[src/rtl/prism_sp_fifo_pkt_reader_if.sv]
// FIFO read port and output stream bundle for the SP puzzle FIFO packet reader.
// The reader drives the master modport; the FIFO and stream consumer sit on the slave side.
interface prism_sp_fifo_pkt_reader_if #(
  parameter int unsigned DATA_WIDTH = 32
);
  logic                  fifo_rd_en;
  logic [DATA_WIDTH-1:0] fifo_rd_data;
  logic                  fifo_empty;
  logic                  m_valid;
  logic                  m_ready;
  logic [DATA_WIDTH-1:0] m_data;
  logic                  m_last;

  modport master (
    output fifo_rd_en,
    input  fifo_rd_data,
    input  fifo_empty,
    output m_valid,
    output m_data,
    output m_last,
    input  m_ready
  );

  modport slave (
    input  fifo_rd_en,
    output fifo_rd_data,
    output fifo_empty,
    input  m_valid,
    input  m_data,
    input  m_last,
    output m_ready
  );
endinterface

[src/rtl/prism_sp_fifo_pkt_reader.sv]
// Drains length-prefixed packets from an FWFT FIFO and presents the payload as a
// valid/ready stream with last; the header word is consumed and not forwarded.
module prism_sp_fifo_pkt_reader #(
  parameter int unsigned DATA_WIDTH = 32,
  parameter int unsigned LEN_WIDTH  = 16,
  parameter int unsigned MAX_LEN    = 1024
) (
  input  logic                        clock,
  input  logic                        reset,
  prism_sp_fifo_pkt_reader_if.master  bus,
  output logic                        busy,
  output logic                        err_zero_len,
  output logic                        err_oversize,
  output logic [31:0]                 pkt_count
);

  typedef enum logic {S_HDR, S_DATA} state_t;

  localparam logic [LEN_WIDTH-1:0] MAX_LEN_L = LEN_WIDTH'(MAX_LEN);
  localparam logic [LEN_WIDTH-1:0] LEN_ONE   = LEN_WIDTH'(1);

  state_t               state;
  logic [LEN_WIDTH-1:0] remaining;
  logic [LEN_WIDTH-1:0] hdr_len;
  logic                 pop;
  logic                 xfer;

  assign hdr_len = bus.fifo_rd_data[LEN_WIDTH-1:0];
  assign xfer    = bus.m_valid && bus.m_ready;

  // Headers pop freely; payload pops only when the output register is free or draining.
  assign pop = !bus.fifo_empty && ((state == S_HDR) || !bus.m_valid || bus.m_ready);
  assign bus.fifo_rd_en = pop;
  assign busy = (state != S_HDR);

  always_ff @(posedge clock) begin
    if (reset) begin
      state        <= S_HDR;
      remaining    <= '0;
      bus.m_valid  <= 1'b0;
      bus.m_data   <= '0;
      bus.m_last   <= 1'b0;
      err_zero_len <= 1'b0;
      err_oversize <= 1'b0;
      pkt_count    <= '0;
    end else begin
      err_zero_len <= 1'b0;
      err_oversize <= 1'b0;

      if (xfer) begin
        bus.m_valid <= 1'b0;
        if (bus.m_last) begin
          pkt_count <= pkt_count + 32'd1;
        end
      end

      case (state)
        S_HDR: begin
          if (pop) begin
            if (hdr_len == '0) begin
              err_zero_len <= 1'b1;
            end else if (hdr_len > MAX_LEN_L) begin
              err_oversize <= 1'b1;
            end else begin
              remaining <= hdr_len;
              state     <= S_DATA;
            end
          end
        end
        S_DATA: begin
          if (pop) begin
            // A pop in the same cycle as a transfer reloads the register back-to-back.
            bus.m_data  <= bus.fifo_rd_data;
            bus.m_valid <= 1'b1;
            bus.m_last  <= (remaining == LEN_ONE);
            remaining   <= remaining - LEN_ONE;
            if (remaining == LEN_ONE) begin
              state <= S_HDR;
            end
          end
        end
        default: state <= S_HDR;
      endcase
    end
  end

endmodule

[src/flat_wrapper.sv]
// flat-port wrapper written by rule: the top's interface ports become plain ports
module prism_sp_fifo_pkt_reader_flat 
#(
  parameter int unsigned DATA_WIDTH = 32,
  parameter int unsigned LEN_WIDTH  = 16,
  parameter int unsigned MAX_LEN    = 1024
)
  (clock, reset, busy, err_zero_len, err_oversize, pkt_count, bus_fifo_rd_en, bus_fifo_rd_data, bus_fifo_empty, bus_m_valid, bus_m_data, bus_m_last, bus_m_ready);
  prism_sp_fifo_pkt_reader_if #(.DATA_WIDTH(DATA_WIDTH)) bus_i ();
  input  logic clock;
  input  logic reset;
  output logic busy;
  output logic err_zero_len;
  output logic err_oversize;
  output logic [31:0] pkt_count;
  output wire logic [$bits(bus_i.fifo_rd_en)-1:0] bus_fifo_rd_en;
  input wire logic [$bits(bus_i.fifo_rd_data)-1:0] bus_fifo_rd_data;
  input wire logic [$bits(bus_i.fifo_empty)-1:0] bus_fifo_empty;
  output wire logic [$bits(bus_i.m_valid)-1:0] bus_m_valid;
  output wire logic [$bits(bus_i.m_data)-1:0] bus_m_data;
  output wire logic [$bits(bus_i.m_last)-1:0] bus_m_last;
  input wire logic [$bits(bus_i.m_ready)-1:0] bus_m_ready;
  assign bus_fifo_rd_en = bus_i.fifo_rd_en;
  assign bus_i.fifo_rd_data = bus_fifo_rd_data;
  assign bus_i.fifo_empty = bus_fifo_empty;
  assign bus_m_valid = bus_i.m_valid;
  assign bus_m_data = bus_i.m_data;
  assign bus_m_last = bus_i.m_last;
  assign bus_i.m_ready = bus_m_ready;
  prism_sp_fifo_pkt_reader #(.DATA_WIDTH(DATA_WIDTH), .LEN_WIDTH(LEN_WIDTH), .MAX_LEN(MAX_LEN)) u_core (.clock(clock), .reset(reset), .bus(bus_i), .busy(busy), .err_zero_len(err_zero_len), .err_oversize(err_oversize), .pkt_count(pkt_count));
endmodule
[config.mk]
export PLATFORM = sky130hd
export DESIGN_NAME = prism_sp_fifo_pkt_reader_flat
export DESIGN_NICKNAME = d
export VERILOG_FILES = /design/src/rtl/prism_sp_fifo_pkt_reader_if.sv /design/src/rtl/prism_sp_fifo_pkt_reader.sv /design/src/flat_wrapper.sv
export SDC_FILE = /design/constraint.sdc
export NUM_CORES = 1
export LEC_CHECK = 0
export CORE_ASPECT_RATIO = 1.4
export CORE_MARGIN = 5
export CORE_UTILIZATION = 52
export CTS_CLUSTER_SIZE = 40
export DETAILED_ROUTE_END_ITERATION = 12
export MAX_ROUTING_LAYER = met4
export PLACE_DENSITY = 0.86
export RECOVER_POWER = 50
export SYNTH_ARGS = -nofsm -noshare
export SYNTH_HDL_FRONTEND = slang
export SYNTH_SLANG_ARGS = --single-unit
[constraint.sdc]
create_clock -name clock -period 3.1 [get_ports clock]
set_input_delay 0.62 -clock clock [delete_from_list [all_inputs] [get_ports clock]]
set_output_delay 0.62 -clock clock [all_outputs]
set_load 0.005 [all_outputs]
# Word-level counts from Yosys, hierarchy flattened
# Cells that the tools add are included.
# classes
addsub,2
eq_ne,5
multipliers,0
reduce_logical,12
shifts,0
n_lt_le_gt_ge,1
bitwise,2
div,0
muxes,16
# ops
op,count
16-bit two-way mux,4
"32-bit by 1-bit adder with 32-bit output, second input constant",1
16-bit one-hot mux with 2 select lines,1
"16-bit by 1-bit == test with 1-bit output, second input constant",1
"16-bit by 11-bit > comparator with 1-bit output, second input constant",1
16-bit logical NOT,1
"16-bit by 1-bit subtractor with 16-bit output, second input constant",1
1-bit two-way mux,10
"2-bit inequality test, second input constant",4
2-bit AND reduction,2
4-bit AND reduction,1
4-bit OR reduction,1
3-bit OR reduction,1
1-bit logical AND,2
1-bit logical NOT,2
1-bit logical OR,2
1-bit NOT,2
1-bit one-hot mux with 2 select lines,1
# word_totals
n_memories,0
ramBits,0
latchBits,0
register_bits,85
inputBits,36
mem_bits_ro,0
out_inout_bits,70
wordCells,46

# Logic depth before layout (Yosys ltp)
# depth
depth_word,6
ltp_mapped,7
ltp_nobuf,6

# Worst setup path before layout
# No wires, ideal clock.
# synth_path
path_kind,input -> register
start,input port bus_fifo_rd_data[12]
end,register u_core.remaining[11]
t_arrival_ps,2121
setup_slack_ps,846
path_buffers,1
cell_stages,6
setup_ps,132
path_cell_list,or4_1 nor4_2 a31oi_1 buf_2 o21ai_0 a21oi_1
# synth_between
elab_chain_len,3
# synth_rtl
item,line,text
start: declaration,flat_wrapper.sv:17,input wire logic [$bits(bus_i.fifo_rd_data)-1:0] bus_fifo_rd_data;
16-bit by 11-bit > comparator with 1-bit output / 16-bit logical NOT (equally long branches),"prism_sp_fifo_pkt_reader.sv:62, prism_sp_fifo_pkt_reader.sv:60",
2-bit inequality test (no source line),n/a,
4-bit AND reduction (no source line) *,n/a,
end signal: assignment,prism_sp_fifo_pkt_reader.sv:65,remaining <= hdr_len;
end signal: assignment,prism_sp_fifo_pkt_reader.sv:76,remaining <= remaining - LEN_ONE;
end: declaration,prism_sp_fifo_pkt_reader.sv:23,logic [LEN_WIDTH-1:0] remaining;
# Every way passes the cells marked *; elsewhere a longest branch is shown, timed or not.
# A chain may end at the register's enable or synchronous reset.

# Worst setup path after layout
# layout_path
start,input port bus_m_ready
end,register u_core.bus.m_data[3]
# layout_between
elab_chain_len,3
# layout_rtl
item,line,text
start: declaration,flat_wrapper.sv:22,input wire logic [$bits(bus_i.m_ready)-1:0] bus_m_ready;
1-bit logical OR,prism_sp_fifo_pkt_reader.sv:32,assign pop = !bus.fifo_empty && ((state == S_HDR) || !bus.m_valid || bus.m_ready);
1-bit logical AND,prism_sp_fifo_pkt_reader.sv:32,
2-bit AND reduction (no source line),n/a,
end signal: assignment,prism_sp_fifo_pkt_reader.sv:73,bus.m_data <= bus.fifo_rd_data;
end: declaration,prism_sp_fifo_pkt_reader_if.sv:19,"output m_data,"
# Every way passes these cells.

==> impl_metrics.yaml <==
grt:
  antenna_found_initial: 0
  track_usage_pct: 24.0
  grt_max_degree: 49
  met3_usage_pct: 3.82
  use_met1_pct: 27.1
  grt_pass1_vias: 3776
  gr-total-overflow: 0
  grt_pass1_wl_um: 17200
  met2_usage_pct: 40.1
  grt-busiest-layer: "met2"
timing:
  period_needed_ns: 2.68
  setup_viol: 0
  finalMaxSlewViolations: 0
  rsz0062_at_grt: "false"
  relSlewSlack_pct: 9.13
  finClkSkew_ns: 0.0116
  finalWorstSetupSlack_ns: 0.416
  fin_setup_tns_ns: 0
  report.final.hold_viol_count: 0
  hold-worst-slack_ns: 0.455
  worstMarginPinSlew_ns: 1.36
  clock.fmax_mhz: 373
  layout_worst_path_cycle_share_pct: 86.6
floorplanning:
  die_area_um2: 9130
  core_area_um2: 7220
  die_x_um: 82.2
  ios: 106
  initial_core_util_pct: 52.5
  placementRows: 37
  die_h_um: 111
placed_design:
  portBuffers: 105
  postPlaceCellArea_um2: 4930
  pre_cts_ws_ns: 0.236
  dp.cells: 658
  place_hpwl_um: 7480
  gp_congestion: 0.864
worst_setup_path:
  r2r_setup_slack_ns: 0.56
  r2r_cells: 5
  cp_max_fo: 32
  worstPathRequired_ns: 3.38
  path_class: "in2reg"
  arrival_ns: 2.96
  crit_buf_inv: 2
  rr_startpoint: "u_core.pkt_count[3]"
  cp-startpoint: "bus_m_ready"
  slowest_stage: "clkbuf_1"
  worst_r2r_endpoint: "u_core.pkt_count[31]"
  start_kind: "input pin"
  worst_setup_path_end_kind: "register"
  slowest_delay_ns: 1.02
  critPathTopFamily: "buffers and inverters"
  crit_path_cell_trace: "dlygate4sd3_1 -> nand2b_1 -> nor3b_2 -> clkbuf_1 -> nand2_1 -> a21oi_1"
finish:
  num_antenna_cells: 0
  drive_gt1_share_pct: 5.03
  final_util_pct: 71.0
  fin_area_um2: 5120
  final_cells: 674
  syn2layout_area_growth_pct: 35.0
  layout.nets: 611
  final_cell_mix: "nand2_1 (88), dfxtp_1 (85), clkdlybuf4s50_1 (61), a21oi_1 (53), dlygate4sd3_1 (43)"
  layout_commonest_cell: "nand2_1"
clocking:
  cts_buffers: 9
  clk_path_buf_depth: 2
  clockRootBuffer: "clkbuf_8"
  clkSinkCount: 85
  post_cts_buffers: 0
  hold_buffers: 0
  clkSlewWorstSetupHoldPaths_ns: 0.09
  clock_latency_ns: 0.36
  ctsResizeCount: 0
  htreeDepth: 3
  cts_tree: "yes"
logic_synthesis:
  postSynthAreaPerCell_um2: 8.02
  synth_cells: 473
  synth_edf_count: 0
  synth_area_leader_cell: "dfxtp_1"
  yosysSeqAreaShare_pct: 44.8
  ys.flop_type: "dfxtp_1"
  synth-seq-cells: 85
  ys_warn_count: 0
  synthTopCellsByArea: "dfxtp_1 (45%), nand2_1 (8.7%), a21oi_1 (7.0%), xnor2_1 (5.3%), nor2_1 (4.2%)"
  syn_area_um2: 3790
  async_flop_share_pct: 0
  yosys.cell_types.count: 42
  syn_nets: 512
  netlist.area_leader.share_pct: 44.8
status:
  status: "finished, final reports clean"
drt:
  final_antenna_net_count: 0
  vias: 3803
  wire_per_inst_um: 15.7
  viasPerCell: 5.64
  wirelength_um: 10600
  dr.pass1.iters: 5
  drc_errors: 0
  drt_iter0_drc: 275
pwr:
  cellLeakagePower_nw: 1.84
  peakVddDrop_v: 0.000277
  power_mw: 2.00
  p_per_area_nw_per_um2: 390
hold_path:
  min_from: "u_core.bus.m_data[4]"
  whs_path_depth: 2
  hp-class: "reg2reg"
  worstHoldEndpoint: "u_core.bus.m_data[4]"
job:
  maxCapViolations: 0
-- power breakdown --
group	switching (mW)	total (mW)	internal, mW	leakage (nW)
registers	0.00237	1.10	1.09	0.685
clock network	0.415	0.792	0.377	0.100
logic	0.0553	0.112	0.0570	1.05
-- cells by family after synthesis --
logic type	synth area share, %
AOI/OAI and AO/OA	13.9
xor gates and xnor gates	6.46
adders and majority gates	0.989
buffers and inverters	3.82
DFF	44.8
muxes	1.06
and+or+nand+nor	28.9
-- synth_stat cells (2+ instances only) --
| cell | number |
|---|---|
| a211o_1 | 2 |
| a211oi_1 | 5 |
| a21oi_1 | 53 |
| a311o_1 | 2 |
| a311oi_1 | 2 |
| a31oi_1 | 4 |
| and3_1 | 5 |
| and4_1 | 5 |
| buf_1 | 2 |
| buf_2 | 2 |
| clkbuf_1 | 22 |
| dfxtp_1 | 85 |
| ha_1 | 3 |
| inv_1 | 12 |
| mux2i_1 | 4 |
| nand2_1 | 88 |
| nand2b_1 | 4 |
| nand3_1 | 15 |
| nand3b_1 | 4 |
| nand4_1 | 12 |
| nor2_1 | 42 |
| nor2b_1 | 2 |
| nor3_1 | 9 |
| nor3b_1 | 2 |
| nor4_1 | 14 |
| nor4b_1 | 2 |
| o21ai_0 | 15 |
| o31a_1 | 3 |
| o41ai_1 | 2 |
| or3_1 | 12 |
| or4_1 | 2 |
| xnor2_1 | 23 |
| xor2_1 | 5 |
-- layout make-up --
type	instances	area, um2
Sequential cell	85	1700
Multi-Input combinational cell	350	1950
Clock buffer	9	124
Timing Repair Buffer	114	1110
Fill cell	581	2100
Inverter	12	45.0
Clock inverter	7	73.8
Tap cell	97	121
-- worst max-delay path by stage --
stage	cells past startpoint	slack [ns]	end
floorplan	6	0.85	u_core.remaining[11]
global placement	7	0.33	u_core.remaining[8]
detailed placement	7	0.24	u_core.remaining[8]
CTS	7	0.51	u_core.remaining[8]
global route	6	0.25	u_core.bus.m_data[28]
finish	6	0.42	u_core.bus.m_data[3]
-- registers in the layout (all words and copies together) (netlist names) --
signal	count
u_core.bus.m_data	32
u_core.pkt_count	32
u_core.remaining	16
u_core.bus.m_last	1
u_core.bus.m_valid	1
u_core.busy	1
u_core.err_oversize	1
u_core.err_zero_len	1
-- worst register-to-register path, cell delays in order (launching register included) --
cell and delay [ns]:
dfxtp_1 0.45, nand3_1 0.21, or4_1 0.80, or3_4 0.50, o41ai_1 0.35, a21oi_1 0.11
-- layer usage --
| layer | wire length [um] | vias up | share of wire, % |
|---|---|---|---|
| met4 | 330 | 0 | 3.1 |
| met5 | 0 | - | 0 |
| met3 | 614 | 31 | 5.8 |
| met2 | 5520 | 150 | 52 |
| li1 | - | 1845 | - |
| met1 | 4090 | 1777 | 39 |
Power figures use the tool's default switching activity.
